File: config.mk
export PLATFORM = sky130hd
export DESIGN_NAME = instr_fetch_unit_flat
export DESIGN_NICKNAME = d
export VERILOG_FILES = /design/src/rtl/instr_fetch_unit_if.sv /design/src/rtl/instr_fetch_unit.sv /design/src/flat_wrapper.sv
export SDC_FILE = /design/constraint.sdc
export NUM_CORES = 1
export LEC_CHECK = 0
export BUFFER_PORTS_ARGS = -buffer_cell sky130_fd_sc_hd__buf_2
export CORE_MARGIN = 2
export CORE_UTILIZATION = 45
export DETAILED_ROUTE_END_ITERATION = 7
export PLACE_DENSITY = 0.66
export SYNTH_ARGS = -nofsm -noshare
export SYNTH_HDL_FRONTEND = slang
export SYNTH_SLANG_ARGS = --single-unit
File: constraint.sdc
create_clock -name clk -period 2.75 [get_ports clk]
set_clock_uncertainty 0.05 [all_clocks]
set_input_delay 0.275 -clock clk [delete_from_list [all_inputs] [get_ports clk]]
set_output_delay 0.275 -clock clk [all_outputs]
set_load 0.01 [all_outputs]
File: src/rtl/instr_fetch_unit_if.sv
// Fetch-unit bundle: redirect input, instruction-memory request/response, decode handoff.
interface instr_fetch_unit_if;
  localparam int unsigned XLEN = 32;

  logic            redirect;
  logic [XLEN-1:0] redirect_target;
  logic            imem_req_valid;
  logic            imem_req_ready;
  logic [XLEN-1:0] imem_req_addr;
  logic            imem_rsp_valid;
  logic [XLEN-1:0] imem_rsp_data;
  logic            id_valid;
  logic            id_ready;
  logic [XLEN-1:0] id_instr;
  logic [XLEN-1:0] id_pc;

  // Fetch unit side
  modport master (
    input  redirect, redirect_target, imem_req_ready, imem_rsp_valid, imem_rsp_data, id_ready,
    output imem_req_valid, imem_req_addr, id_valid, id_instr, id_pc
  );

  // Memory/decode environment side
  modport slave (
    output redirect, redirect_target, imem_req_ready, imem_rsp_valid, imem_rsp_data, id_ready,
    input  imem_req_valid, imem_req_addr, id_valid, id_instr, id_pc
  );
endinterface

File: src/rtl/instr_fetch_unit.sv
// Instruction fetch unit: sequential PC, 2-deep in-flight address queue,
// 2-deep {instr, pc} FIFO to decode, redirect with stale-response dropping.
module instr_fetch_unit (
  input  logic               clk,
  input  logic               reset,
  instr_fetch_unit_if.master bus
);
  localparam int unsigned XLEN  = 32;
  localparam int unsigned DEPTH = 2;
  localparam int unsigned CNT_W = 2;
  localparam int unsigned SUM_W = 3;

  logic [XLEN-1:0]  pc_q, pc_d;
  logic [XLEN-1:0]  aq_addr_q [DEPTH];
  logic [XLEN-1:0]  aq_addr_d [DEPTH];
  logic             aq_rd_q, aq_rd_d, aq_wr_q, aq_wr_d;
  logic [CNT_W-1:0] inflight_q, inflight_d;
  logic [CNT_W-1:0] drop_q, drop_d;
  logic [XLEN-1:0]  fifo_instr_q [DEPTH];
  logic [XLEN-1:0]  fifo_instr_d [DEPTH];
  logic [XLEN-1:0]  fifo_pc_q [DEPTH];
  logic [XLEN-1:0]  fifo_pc_d [DEPTH];
  logic             fifo_rd_q, fifo_rd_d, fifo_wr_q, fifo_wr_d;
  logic [CNT_W-1:0] fifo_cnt_q, fifo_cnt_d;

  logic credit_c, req_fire_c, rsp_take_c, fifo_push_c, fifo_pop_c;

  // Output drive and handshake strobes; the credit counts dropped requests too
  always_comb begin
    credit_c            = (SUM_W'(inflight_q) + SUM_W'(fifo_cnt_q)) < SUM_W'(DEPTH);
    bus.imem_req_valid  = !reset && !bus.redirect && credit_c;
    bus.imem_req_addr   = pc_q;
    bus.id_valid        = !reset && (fifo_cnt_q != '0);
    bus.id_instr        = reset ? '0 : fifo_instr_q[fifo_rd_q];
    bus.id_pc           = reset ? '0 : fifo_pc_q[fifo_rd_q];
    req_fire_c          = bus.imem_req_valid && bus.imem_req_ready;
    rsp_take_c          = bus.imem_rsp_valid && (inflight_q != '0);
    fifo_push_c         = rsp_take_c && (drop_q == '0) && !bus.redirect;
    fifo_pop_c          = bus.id_valid && bus.id_ready;
  end

  // Next-state: request issue, response routing, decode pop, redirect flush
  always_comb begin
    pc_d         = pc_q;
    aq_addr_d    = aq_addr_q;
    aq_rd_d      = aq_rd_q;
    aq_wr_d      = aq_wr_q;
    drop_d       = drop_q;
    fifo_instr_d = fifo_instr_q;
    fifo_pc_d    = fifo_pc_q;
    fifo_rd_d    = fifo_rd_q;
    fifo_wr_d    = fifo_wr_q;

    if (req_fire_c) begin
      aq_addr_d[aq_wr_q] = pc_q;
      aq_wr_d            = !aq_wr_q;
      pc_d               = pc_q + XLEN'(4);
    end
    if (rsp_take_c) begin
      aq_rd_d = !aq_rd_q;
      if (drop_q != '0) drop_d = drop_q - CNT_W'(1);
    end
    inflight_d = inflight_q + CNT_W'(req_fire_c) - CNT_W'(rsp_take_c);

    if (fifo_push_c) begin
      fifo_instr_d[fifo_wr_q] = bus.imem_rsp_data;
      fifo_pc_d[fifo_wr_q]    = aq_addr_q[aq_rd_q];
      fifo_wr_d               = !fifo_wr_q;
    end
    if (fifo_pop_c) fifo_rd_d = !fifo_rd_q;
    fifo_cnt_d = fifo_cnt_q + CNT_W'(fifo_push_c) - CNT_W'(fifo_pop_c);

    // A response in the redirect cycle is already stale, so it leaves the drop count
    if (bus.redirect) begin
      pc_d       = bus.redirect_target & ~XLEN'(3);
      fifo_cnt_d = '0;
      fifo_rd_d  = 1'b0;
      fifo_wr_d  = 1'b0;
      drop_d     = inflight_q - CNT_W'(rsp_take_c);
    end
  end

  // State registers with synchronous reset
  always_ff @(posedge clk) begin
    if (reset) begin
      pc_q         <= '0;
      aq_addr_q    <= '{default: '0};
      aq_rd_q      <= 1'b0;
      aq_wr_q      <= 1'b0;
      inflight_q   <= '0;
      drop_q       <= '0;
      fifo_instr_q <= '{default: '0};
      fifo_pc_q    <= '{default: '0};
      fifo_rd_q    <= 1'b0;
      fifo_wr_q    <= 1'b0;
      fifo_cnt_q   <= '0;
    end else begin
      pc_q         <= pc_d;
      aq_addr_q    <= aq_addr_d;
      aq_rd_q      <= aq_rd_d;
      aq_wr_q      <= aq_wr_d;
      inflight_q   <= inflight_d;
      drop_q       <= drop_d;
      fifo_instr_q <= fifo_instr_d;
      fifo_pc_q    <= fifo_pc_d;
      fifo_rd_q    <= fifo_rd_d;
      fifo_wr_q    <= fifo_wr_d;
      fifo_cnt_q   <= fifo_cnt_d;
    end
  end
endmodule
File: src/flat_wrapper.sv
// flat-port wrapper written by rule: the top's interface ports become plain ports
module instr_fetch_unit_flat 
  (clk, reset, bus_redirect, bus_redirect_target, bus_imem_req_ready, bus_imem_rsp_valid, bus_imem_rsp_data, bus_id_ready, bus_imem_req_valid, bus_imem_req_addr, bus_id_valid, bus_id_instr, bus_id_pc);
  instr_fetch_unit_if bus_i ();
  input  logic clk;
  input  logic reset;
  input wire logic [$bits(bus_i.redirect)-1:0] bus_redirect;
  input wire logic [$bits(bus_i.redirect_target)-1:0] bus_redirect_target;
  input wire logic [$bits(bus_i.imem_req_ready)-1:0] bus_imem_req_ready;
  input wire logic [$bits(bus_i.imem_rsp_valid)-1:0] bus_imem_rsp_valid;
  input wire logic [$bits(bus_i.imem_rsp_data)-1:0] bus_imem_rsp_data;
  input wire logic [$bits(bus_i.id_ready)-1:0] bus_id_ready;
  output wire logic [$bits(bus_i.imem_req_valid)-1:0] bus_imem_req_valid;
  output wire logic [$bits(bus_i.imem_req_addr)-1:0] bus_imem_req_addr;
  output wire logic [$bits(bus_i.id_valid)-1:0] bus_id_valid;
  output wire logic [$bits(bus_i.id_instr)-1:0] bus_id_instr;
  output wire logic [$bits(bus_i.id_pc)-1:0] bus_id_pc;
  assign bus_i.redirect = bus_redirect;
  assign bus_i.redirect_target = bus_redirect_target;
  assign bus_i.imem_req_ready = bus_imem_req_ready;
  assign bus_i.imem_rsp_valid = bus_imem_rsp_valid;
  assign bus_i.imem_rsp_data = bus_imem_rsp_data;
  assign bus_i.id_ready = bus_id_ready;
  assign bus_imem_req_valid = bus_i.imem_req_valid;
  assign bus_imem_req_addr = bus_i.imem_req_addr;
  assign bus_id_valid = bus_i.id_valid;
  assign bus_id_instr = bus_i.id_instr;
  assign bus_id_pc = bus_i.id_pc;
  instr_fetch_unit u_core (.clk(clk), .reset(reset), .bus(bus_i));
endmodule
Word level (Yosys, flattened, before mapping)
Index checks and enable logic that the tools add are counted.
{ "word_totals": {"reg_bits": 234, "latchBits": 0, "mem_bits_rw": 0, "rom_bits": 0, "in_bits": 70, "out_inout_bits": 98, "word_cells": 82, "memories": 0} }
{ "classes": {"add_sub_neg": 8, "mul": 0, "div_mod_pow": 0, "magnitude_cmp": 7, "n_eq_ne": 0, "n_shift": 0, "muxes": 23, "bitwise_logic": 4, "reduce_logical": 25} }
{ "op_table": {"columns": ["cell", "count"], "rows": [
  ["32-bit 2-to-1 mux", 15],
  ["64-bit bitwise mux", 3],
  ["32-bit demux with 1-bit select", 2],
  ["32-bit by 3-bit adder with 32-bit output (second input constant)", 1],
  ["2-bit nonzero test", 6],
  ["1-bit logical AND", 10],
  ["2-bit >= comparator (second input constant)", 4],
  ["1-bit NOT with 2-bit output", 4],
  ["1-bit zero test", 6],
  ["2-bit 2-to-1 mux", 3],
  ["2-bit by 1-bit subtractor with 2-bit output", 3],
  ["2-bit by 1-bit adder with 2-bit output", 2],
  ["2-bit by 1-bit < comparator with 1-bit output (second input constant)", 2],
  ["2-bit by 2-bit adder with 3-bit output", 1],
  ["3-bit by 2-bit < comparator with 1-bit output (second input constant)", 1],
  ["2-bit zero test", 1],
  ["2-bit AND reduction", 1],
  ["2-bit OR reduction", 1],
  ["2-bit by 1-bit subtractor with 2-bit output (second input constant)", 1]
]} }

Logic depth before layout (Yosys ltp)
Gate-level depths: netlist of the first run.
{ "depth": {"ltp_word": 6, "ltp_mapped": 10} }

Least setup slack after synthesis of the first run
OpenSTA, ideal clock, no wires.
{ "synth_path": {"path_type": "flip-flop to flip-flop", "from": "register u_core.fifo_cnt_q[0]", "to": "register u_core.aq_addr_q[6] (netlist bit)", "arrival_time_ns": 2.338, "required_ns": 2.630, "slack_ns": 0.292, "path_stages_with_launch": 11, "synth_period_minus_slack_ns": 2.458, "path_cell_list": "dfxtp_1 > inv_1 > nor2_1 > fa_1 > nor3b_2 > nand2_1 > clkbuf_1 > nor2_1 > clkbuf_1 > nand2_1 > a21oi_1"} }
{ "synth_via": {"elab_chain_cells": 4} }
{ "synth_lines": {"columns": ["element", "line_no", "rtl"], "rows": [
  ["start, declared", "instr_fetch_unit.sv:24", "logic [CNT_W-1:0] fifo_cnt_q, fifo_cnt_d;"],
  ["start signal, assigned", "instr_fetch_unit.sv:108", "fifo_cnt_q <= fifo_cnt_d;"],
  ["2-bit by 2-bit adder with 3-bit output", "instr_fetch_unit.sv:30", "credit_c = (SUM_W'(inflight_q) + SUM_W'(fifo_cnt_q)) < SUM_W'(DEPTH);"],
  ["3-bit by 2-bit < comparator with 1-bit output", "instr_fetch_unit.sv:30", null],
  ["1-bit logical AND", "instr_fetch_unit.sv:31", "bus.imem_req_valid = !reset && !bus.redirect && credit_c;"],
  ["1-bit logical AND", "instr_fetch_unit.sv:36", "req_fire_c = bus.imem_req_valid && bus.imem_req_ready;"],
  ["end signal, assigned", "instr_fetch_unit.sv:99", "aq_addr_q <= aq_addr_d;"],
  ["end, declared", "instr_fetch_unit.sv:14", "logic [XLEN-1:0] aq_addr_q [DEPTH];"]
]} }
Every way passes these cells.
A chain may end at the register's enable or synchronous reset.

Final worst setup path of the first run
{ "layout_path": {"from": "register u_core.fifo_cnt_q[0]", "to": "register u_core.pc_q[17] (netlist: u_core.bus.imem_req_addr[17])"} }
{ "layout_via": {"elab_chain_cells": 5} }
{ "layout_lines": {"columns": ["element", "line_no", "rtl"], "rows": [
  ["2-bit by 2-bit adder with 3-bit output", "instr_fetch_unit.sv:30", null],
  ["3-bit by 2-bit < comparator with 1-bit output", "instr_fetch_unit.sv:30", null],
  ["1-bit logical AND", "instr_fetch_unit.sv:31", null],
  ["1-bit logical AND", "instr_fetch_unit.sv:36", null],
  ["2-bit nonzero test (no line)", null, null],
  ["end signal, assigned", "instr_fetch_unit.sv:98", "pc_q <= pc_d;"],
  ["end, declared", "instr_fetch_unit.sv:13", "logic [XLEN-1:0] pc_q, pc_d;"]
]} }
Every way passes these cells.

==> results of run 1 <==
==> kinds of logic (layout without fill, tap and decap cells) <==
kind of cell	count (synthesis)	in the layout	share of synthesized area, %
DFF	224	224	46.2
xor gates and xnor gates	34	34	3.07
muxes	94	94	9.69
buffers and inverters	112	294	4.69
AOI/OAI and AO/OA	227	227	13.8
adders and majority gates	6	6	0.851
other	1	4	0.0386
and+or+nand+nor	499	499	21.6
==> power groups by stage <==
stage | Sequential [uW] | Clock [uW] | Combinational, uW
3_5_place_dp | 3630 | 0 | 968
2_1_floorplan | 3570 | 0 | 666
4_1_cts | 3560 | 3040 | 1030
5_1_grt | 3580 | 3180 | 1140
6_report | 3560 | 2970 | 1030
3_3_place_gp | 3630 | 0 | 955
==> flip-flops by register name (all words and copies together), names as in the netlist <==
name	count
u_core.aq_addr_q	60
u_core.aq_rd_q	1
u_core.aq_wr_q	1
u_core.bus.imem_req_addr	30
u_core.drop_q	2
u_core.fifo_cnt_q	2
u_core.fifo_instr_q	64
u_core.fifo_pc_q	60
u_core.fifo_rd_q	1
u_core.fifo_wr_q	1
u_core.inflight_q	2
==> per-stage QoR <==
step | utilization (%) | area, sq um | worst slack (ns) | hold WS, ns
6_report | 57.3 | 12100 | 0.198 | 0.0406
3_3_place_gp | 51.2 | 10800 | 0.170 | 0.391
4_1_cts | 57.2 | 12100 | 0.131 | 0.0167
5_1_grt | 57.3 | 12100 | 0.00854 | 0.0412
2_1_floorplan | - | 9720 | 0.292 | 0.361
3_5_place_dp | 51.2 | 10800 | 0.153 | 0.396
==> layout make-up <==
type                            count  area (sq um)  share of cell area [%]
Multi-Input combinational cell    864          4800                    39.8
Sequential cell                   224          4490                    37.2
Timing Repair Buffer              245          1680                    13.9
Clock buffer                       34           699                    5.79
Tap cell                          275           344                    2.85
Inverter                           10          37.5                   0.311
Clock inverter                      5          25.0                   0.207
==> cell usage in the layout (no fill, tap or decap), drive strengths merged <==
cell	Yosys	final
conb	1	4
or4	1	1
and3	8	8
nor2	159	159
clkinv	1	6
ha	5	5
dlygate4sd3	0	53
a21oi	140	140
o22ai	4	4
o31ai	1	1
fa	1	1
a311oi	2	2
and4	5	5
dfxtp	224	224
nor2b	1	1
a211oi	76	76
mux2i	94	94
or2	2	2
o211ai	1	1
nand2b	2	2
nor4	11	11
nor3	8	8
inv	9	9
and2	3	3
o21ai	3	3
nand4bb	1	1
nand2	270	270
buf	24	191
nand4	9	9
or3b	1	1
clkbuf	78	35
xor2	13	13
xnor2	21	21
nand3	13	13
nor3b	2	2
or3	3	3
==> repair_timing <==
action,4_1_cts,5_1_grt
endpoints found under the hold margin,85,0
hold buffers,53,0
resized for setup,0,2
endpoints found under the setup margin,0,2
==> worst min-delay path, stage by stage <==
cell	delay [ns]
sky130_fd_sc_hd__buf_2	0.11
sky130_fd_sc_hd__nor2_1	0.10
sky130_fd_sc_hd__a311oi_1	0.06
==> worst paths after layout <==
path,to,cells after the start,start
setup / recovery,u_core.bus.imem_req_addr[17]$_SDFFE_PP0P_,9,u_core.fifo_cnt_q[0]$_SDFF_PP0_
setup reg to reg,u_core.bus.imem_req_addr[17]$_SDFFE_PP0P_,9,u_core.fifo_cnt_q[0]$_SDFF_PP0_
hold / removal,u_core.bus.imem_req_addr[30]$_SDFFE_PP0P_,3,bus_redirect_target[30]
hold reg to reg,u_core.aq_addr_q[60]$_SDFFE_PP0P_,2,u_core.aq_addr_q[60]$_SDFFE_PP0P_
==> routing by layer <==
layer	wire (um)	track usage [%]	vias to the layer above
met5	0	0	-
met4	444	5.05	0
met3	1460	3.31	31
met2	11000	34.6	224
met1	12000	30.3	3919
li1	-	-	4379
==> results list, run 1 <==
- Final setup TNS: 0 ns
- The number of slew-limit violations in the final report was 0.
- In this design, the stage delay of the slowest critical-path cell is 0.48 ns.
- Post-route non-filler standard cell count: 1657
* Sequential cell area fraction in the yosys report: 46.2%
- For this configuration, the core starts out at a cell density of 46.0%.
* Number of buffer cells added on primary ports: 161
* Prevailing post-synth register cell: sky130_fd_sc_hd__dfxtp_1
- Entering global routing, the biggest net connects 172 pins.
* Signal arrival time at the worst endpoint: 2.92 ns
* Worst-Skew Late Latency: 0.50 ns
* Final weighted congestion of routability-driven global placement: 0.864
- Cell with the most instances after synthesis: sky130_fd_sc_hd__nand2_1
* Unrepaired setup endpoints after global routing: no
* # setup viols final: 0
- The layout has 1958 filler cells.
* Endpoint kind of the worst setup timing path: flip-flop
* Chip Width: 151 um
- Length of the first detailed-routing pass in iterations: 5
- Counting distinct cell types in the post-synthesis netlist gives 44.
* Clk sinks: 224
- TritonCTS clock tree: done
- Largest cells by area after synthesis: sky130_fd_sc_hd__dfxtp_1 (46%), sky130_fd_sc_hd__nand2_1 (10%), sky130_fd_sc_hd__mux2i_1 (9.7%), sky130_fd_sc_hd__a21oi_1 (7.2%), sky130_fd_sc_hd__nor2_1 (6.1%)
- Overflow left after global routing: 0
* Worst-margin pin slew: 0.730 ns
- Post CTS Setup Buffer Count: 0
* Vias per Instance: 5.16
* Worst voltage drop across the vdd grid: 0.450 mV
- The longest clock path from root to sink contains 3 buffers.
- Counting flops and latches in the post-synthesis netlist gives 224.
- sky130_fd_sc_hd__dfxtp_1 takes more of the synthesized area than any other cell.
- Final-report hold violation count: 0
- Core box area: 0.0211 sq mm
- Max_cap viols: 0
- Outcome: complete, no violations
- Number of antenna violations at the first check in global routing: 0
- HPWL after detailed placement: 15500 um
* Internal power contribution: 5610 uW
- The die is 151 um tall.
- Total placed cells including tap cells: 1565
- At the end of the flow, the number of nets in the layout was 1445.
* Post-route DRC violation count: 0
- The critical path is of the flip-flop to flip-flop type.
* Via count of the routed design: 8553
- CTS built an H-tree with a depth of 1.
- Yosys mapped a number of flops with a built-in enable equal to 0.
* Layout Area Growth over Synthesis: 24.4%
* FMAX: 392 MHz
- Switching Power: 1950 uW
* Total power density per cell area: 626 mW/mm^2
- The first global-routing pass estimated 40000 um of wire.
- Final period demand of the worst path: 2.55 ns
* Final Routed Wirelength: 24900 um
* Clock root buffer master: sky130_fd_sc_hd__clkbuf_16
- Combinational logic is responsible for 13.6% of the overall power.
- Synthesized area per cell: 8.11 sq um
- Ranked by instance count, the synthesized netlist is headed by sky130_fd_sc_hd__nand2_1 (270), sky130_fd_sc_hd__dfxtp_1 (224), sky130_fd_sc_hd__nor2_1 (159).
- Dividing the detail-routed wire length by the instance count gives 15.0 um.
* Vias in the first global route: 8034
* Clock share of power: 39.2%
- In this run the worst hold path is classified as input port to flip-flop.
* Worst rel slew slack: 51.3%
- Area of the die: 0.0228 sq mm
* Overall power consumption: 7560 uW
- For this design the top-level I/O count stands at 168.
- Detailed router's first-iteration violation count: 497
- Post-DRT Antenna Nets: 0
* CTS Buf Count: 24
- Gate count after technology mapping: 1197
* Count of yosys warnings during synthesis: 0
- Startpoint kind of the worst setup timing path: flip-flop
- Data required time of the worst path: 3.12 ns
- The repair_antennas step left the layout with diodes totalling 0.
* Switching part of the total: 25.8%
- Post-synthesis instance area: 0.00971 sq mm
- Dividing the final minimum period by the clock period gives 92.8%.
* Largest delay share family, worst path: simple AND/OR/NAND/NOR gates
* Portion of synthesized cell area occupied by the leading cell type: 46.2%
- The critical path goes through inv_1 -> nor2_1 -> fa_1 -> nor3b_2 -> buf_12 -> nand4_1 -> nor4_1 -> xnor2_1 -> a211oi_1.
* Count of buffering cells on the critical path with inverters included: 2
- In the final layout, the share of cells above drive strength 1 is 17.3%.
* Clock slew at the register clock pins of the worst setup and hold paths: 0.06 ns
- Cell leakage power: 0.00436 uW
- Global routing used 21.5% of the available tracks across all layers.
- Number of cell rows: 53
- Share of total power in sequential cells: 47.1%
- Async set-or-reset flop fraction in the synthesized netlist: 0%
- Reg2Reg Setup Slack: 0.20 ns
- Largest fanout on the critical path: 9
- For this design, the slowest cell found on the critical path is sky130_fd_sc_hd__fa_1.
Power figures use the tool's default switching activity.
==> run 2: changes to the inputs <==
--- a/config.mk
+++ b/config.mk
@@ -5,11 +5,11 @@
 export SDC_FILE = /design/constraint.sdc
 export NUM_CORES = 1
 export LEC_CHECK = 0
-export BUFFER_PORTS_ARGS = -buffer_cell sky130_fd_sc_hd__buf_2
 export CORE_MARGIN = 2
 export CORE_UTILIZATION = 45
 export DETAILED_ROUTE_END_ITERATION = 7
-export PLACE_DENSITY = 0.66
+export DONT_BUFFER_PORTS = 1
+export PLACE_DENSITY = 0.6
 export SYNTH_ARGS = -nofsm -noshare
 export SYNTH_HDL_FRONTEND = slang
 export SYNTH_SLANG_ARGS = --single-unit
==> run 2 against run 1 <==
Critical path depth rose by 1. Non-clock buffer count shrank 78. Maximum frequency down 5.0%. Sequential power about the same. Via count is 2.0% lower. Largest cell class unchanged.
==> results list, run 2 (synthesis gave the netlist of run 1 again) <==
* Post-route non-filler standard cell count: 1580
- Wirelength per Cell: 16.4 um
- In this run the number of H-tree levels came out at 1.
- Worst voltage drop across the vdd grid: 0.432 mV
- Clock share of power: 41.6%
- Largest Register: u_core.fifo_instr_q
* Post-route DRC violation count: 0
* Vias in the first global route: 7767
- Total power density per cell area: 644 mW/mm^2
- Layout Area Growth over Synthesis: 25.1%
- Timing would allow up to 372 MHz.
- Number of buffer cells added on primary ports: 0
* Most frequent cells in the layout: sky130_fd_sc_hd__nand2_1 (270), sky130_fd_sc_hd__dfxtp_1 (222), sky130_fd_sc_hd__nor2_1 (158)
* Hold Startpoint: bus_id_ready
- Endpoint kind of the worst setup timing path: flip-flop
- The worst pin sits at a relative slew slack of 49.5%.
- The later pin in the worst-skew pair is clocked with a latency of 0.51 ns.
- In this run the standard cell core region covers 0.0211 sq mm.
- The run finished with clean final reports.
- The final layout contains routed wiring with a total length of 25900 um.
- Number of cell rows: 53
* Share of total power in sequential cells: 45.3%
- First-pass GRT wire length: 40800 um
- Final weighted congestion of routability-driven global placement: 0.884
- For this block, the via count after detailed routing is 8385.
- Data required time of the worst path: 3.10 ns
* Internal power contribution: 5850 uW
- Layout net count: 1368
- Total I/O pin count: 168
- Total non-filler cell area in the finished layout: 0.0121 sq mm
- Leaving out fill and tap cells, the most frequent cell in the layout is sky130_fd_sc_hd__nand2_1.
* GRT Util Overall: 22.0%
- Setup repair after global routing could not meet its margin everywhere.
- In this run, the number of DRC markers left after iteration 0 of detailed routing was 466.
* Period utilisation layout: 97.7%
- Cell leakage power: 0.00423 uW
* Number of antenna violations at the first check in global routing: 0
* Initial Util: 46.0%
- Number of diodes added for antenna fixing: 0
* Flip-flop count of the largest register after layout: 64
- Largest fanout on the critical path: 8
- HPWL after detailed placement: 15300 um
- Total placed cells including tap cells: 1412
- Measured along the y axis, the die boundary spans 151 um.
- Chip Width: 151 um
- TritonCTS clock tree: done
- Of the total power, the share spent switching nets is 25.2%.
* Placement Cell Area: 0.0100 sq mm
* Worst flop-to-flop path startpoint: u_core.fifo_cnt_q[0]$_SDFF_PP0_
- Post-DRT Antenna Nets: 0
* Switching Power: 1970 uW
* Vias per Instance: 5.31
- Cells with a size suffix above 1 make up 7.36% of the layout.
- The die covers 0.0228 sq mm.
* Final-report hold violation count: 0
- Largest registers in the final layout: u_core.fifo_instr_q: 64 flops, u_core.aq_addr_q: 60 flops, u_core.fifo_pc_q: 60 flops
* Buffer depth of the longest clock path: 3
- Clk sinks: 224
* Startpoint kind of the worst setup timing path: flip-flop
* # setup viols final: 0
- Signal arrival time at the worst endpoint: 3.03 ns
- Tracing the worst setup path back leads to its startpoint at u_core.fifo_cnt_q[0]$_SDFF_PP0_.
- Relative contribution of combinational cells to total power: 13.1%
- Overflow left after global routing: 0
- For the finished layout, the period the worst path requires is 2.69 ns.
- Clock slew at the register clock pins of the worst setup and hold paths: 0.05 ns
* Max Transition Viols Final: 0
* CTS Buf Count: 25
- Overall power consumption: 7820 uW
- In this run the worst hold path is classified as input port to flip-flop.
* Maximum number of pins on one net before global-route repair: 152
* Clock root buffer master: sky130_fd_sc_hd__clkbuf_16
* Worst-margin pin slew: 0.754 ns
- Max_cap viols: 0
* Length of the first detailed-routing pass in iterations: 5
* Critical path class: flip-flop to flip-flop
==> run 2: worst max-delay path, stage by stage (launching register included) <==
cell and delay [ns]:
sky130_fd_sc_hd__dfxtp_1 0.32, sky130_fd_sc_hd__inv_1 0.07, sky130_fd_sc_hd__nor2_2 0.14, sky130_fd_sc_hd__fa_2 0.49
sky130_fd_sc_hd__or3b_4 0.44, sky130_fd_sc_hd__buf_4 0.18, sky130_fd_sc_hd__nand2_1 0.07, sky130_fd_sc_hd__a21oi_1 0.06
sky130_fd_sc_hd__a21oi_1 0.15, sky130_fd_sc_hd__nor2_1 0.05, sky130_fd_sc_hd__dlygate4sd3_1 0.55
==> run 2: path summary, 6_finish.rpt <==
kind / to / slack [ns] / cells past startpoint
worst min-delay path: u_core.fifo_rd_q$_SDFFE_PP0P_ / 0.04 / 3
worst min register to register: u_core.aq_addr_q[34]$_SDFFE_PP0P_ / 0.40 / 2
worst max-delay path: u_core.bus.imem_req_addr[3]$_SDFFE_PP0P_ / 0.06 / 10
worst max register to register: u_core.bus.imem_req_addr[3]$_SDFFE_PP0P_ / 0.06 / 10
==> run 2: cell type report <==
class,instances,area (sq um)
repair buffers,167,1670
clock inverters,2,35.0
clock buffers,38,764
fillers,1991,8940
inverters,10,37.5
well taps,275,344
multi-input cells,864,4800
flip-flops and latches,224,4490
==> run 2: timing repair <==
item	4_1_cts	5_1_grt
gates resized for setup	0	6
endpoints found under the setup margin	0	11
endpoints found under the hold margin	224	0
setup buffers	0	5
hold buffers	122	0
==> run 2: metal layers <==
metal  wire [um]  track usage [%]  vias to the layer above
li1            -                -                     4236
met1       12100             31.7                     3866
met2       11300             33.3                      241
met3        1930             4.61                       42
met4         590             6.45                        0
met5           0                0                        -
==> run 2: power by group through the flow <==
stage	combinational [uW]	sequential, uW	clock, uW
finish	1020	3540	3260
global route	1130	3560	3470
CTS	982	3540	3320
detailed placement	812	3610	0
global placement	803	3610	0
floorplan	666	3570	0
==> run 2: metrics by stage <==
| stage | hold slack (ns) | setup TNS, ns | utilization (%) | worst slack, ns |
|---|---|---|---|---|
| after floorplan | 0.361 | 0 | - | 0.292 |
| after global placement | 0.310 | 0 | 47.5 | 0.174 |
| after detailed placement | 0.314 | 0 | 47.5 | 0.139 |
| after CTS | 0.0274 | 0 | 57.2 | 0.0197 |
| after global routing | 0.0628 | -0.0579 | 57.6 | -0.0579 |
| final | 0.0351 | 0 | 57.6 | 0.0636 |
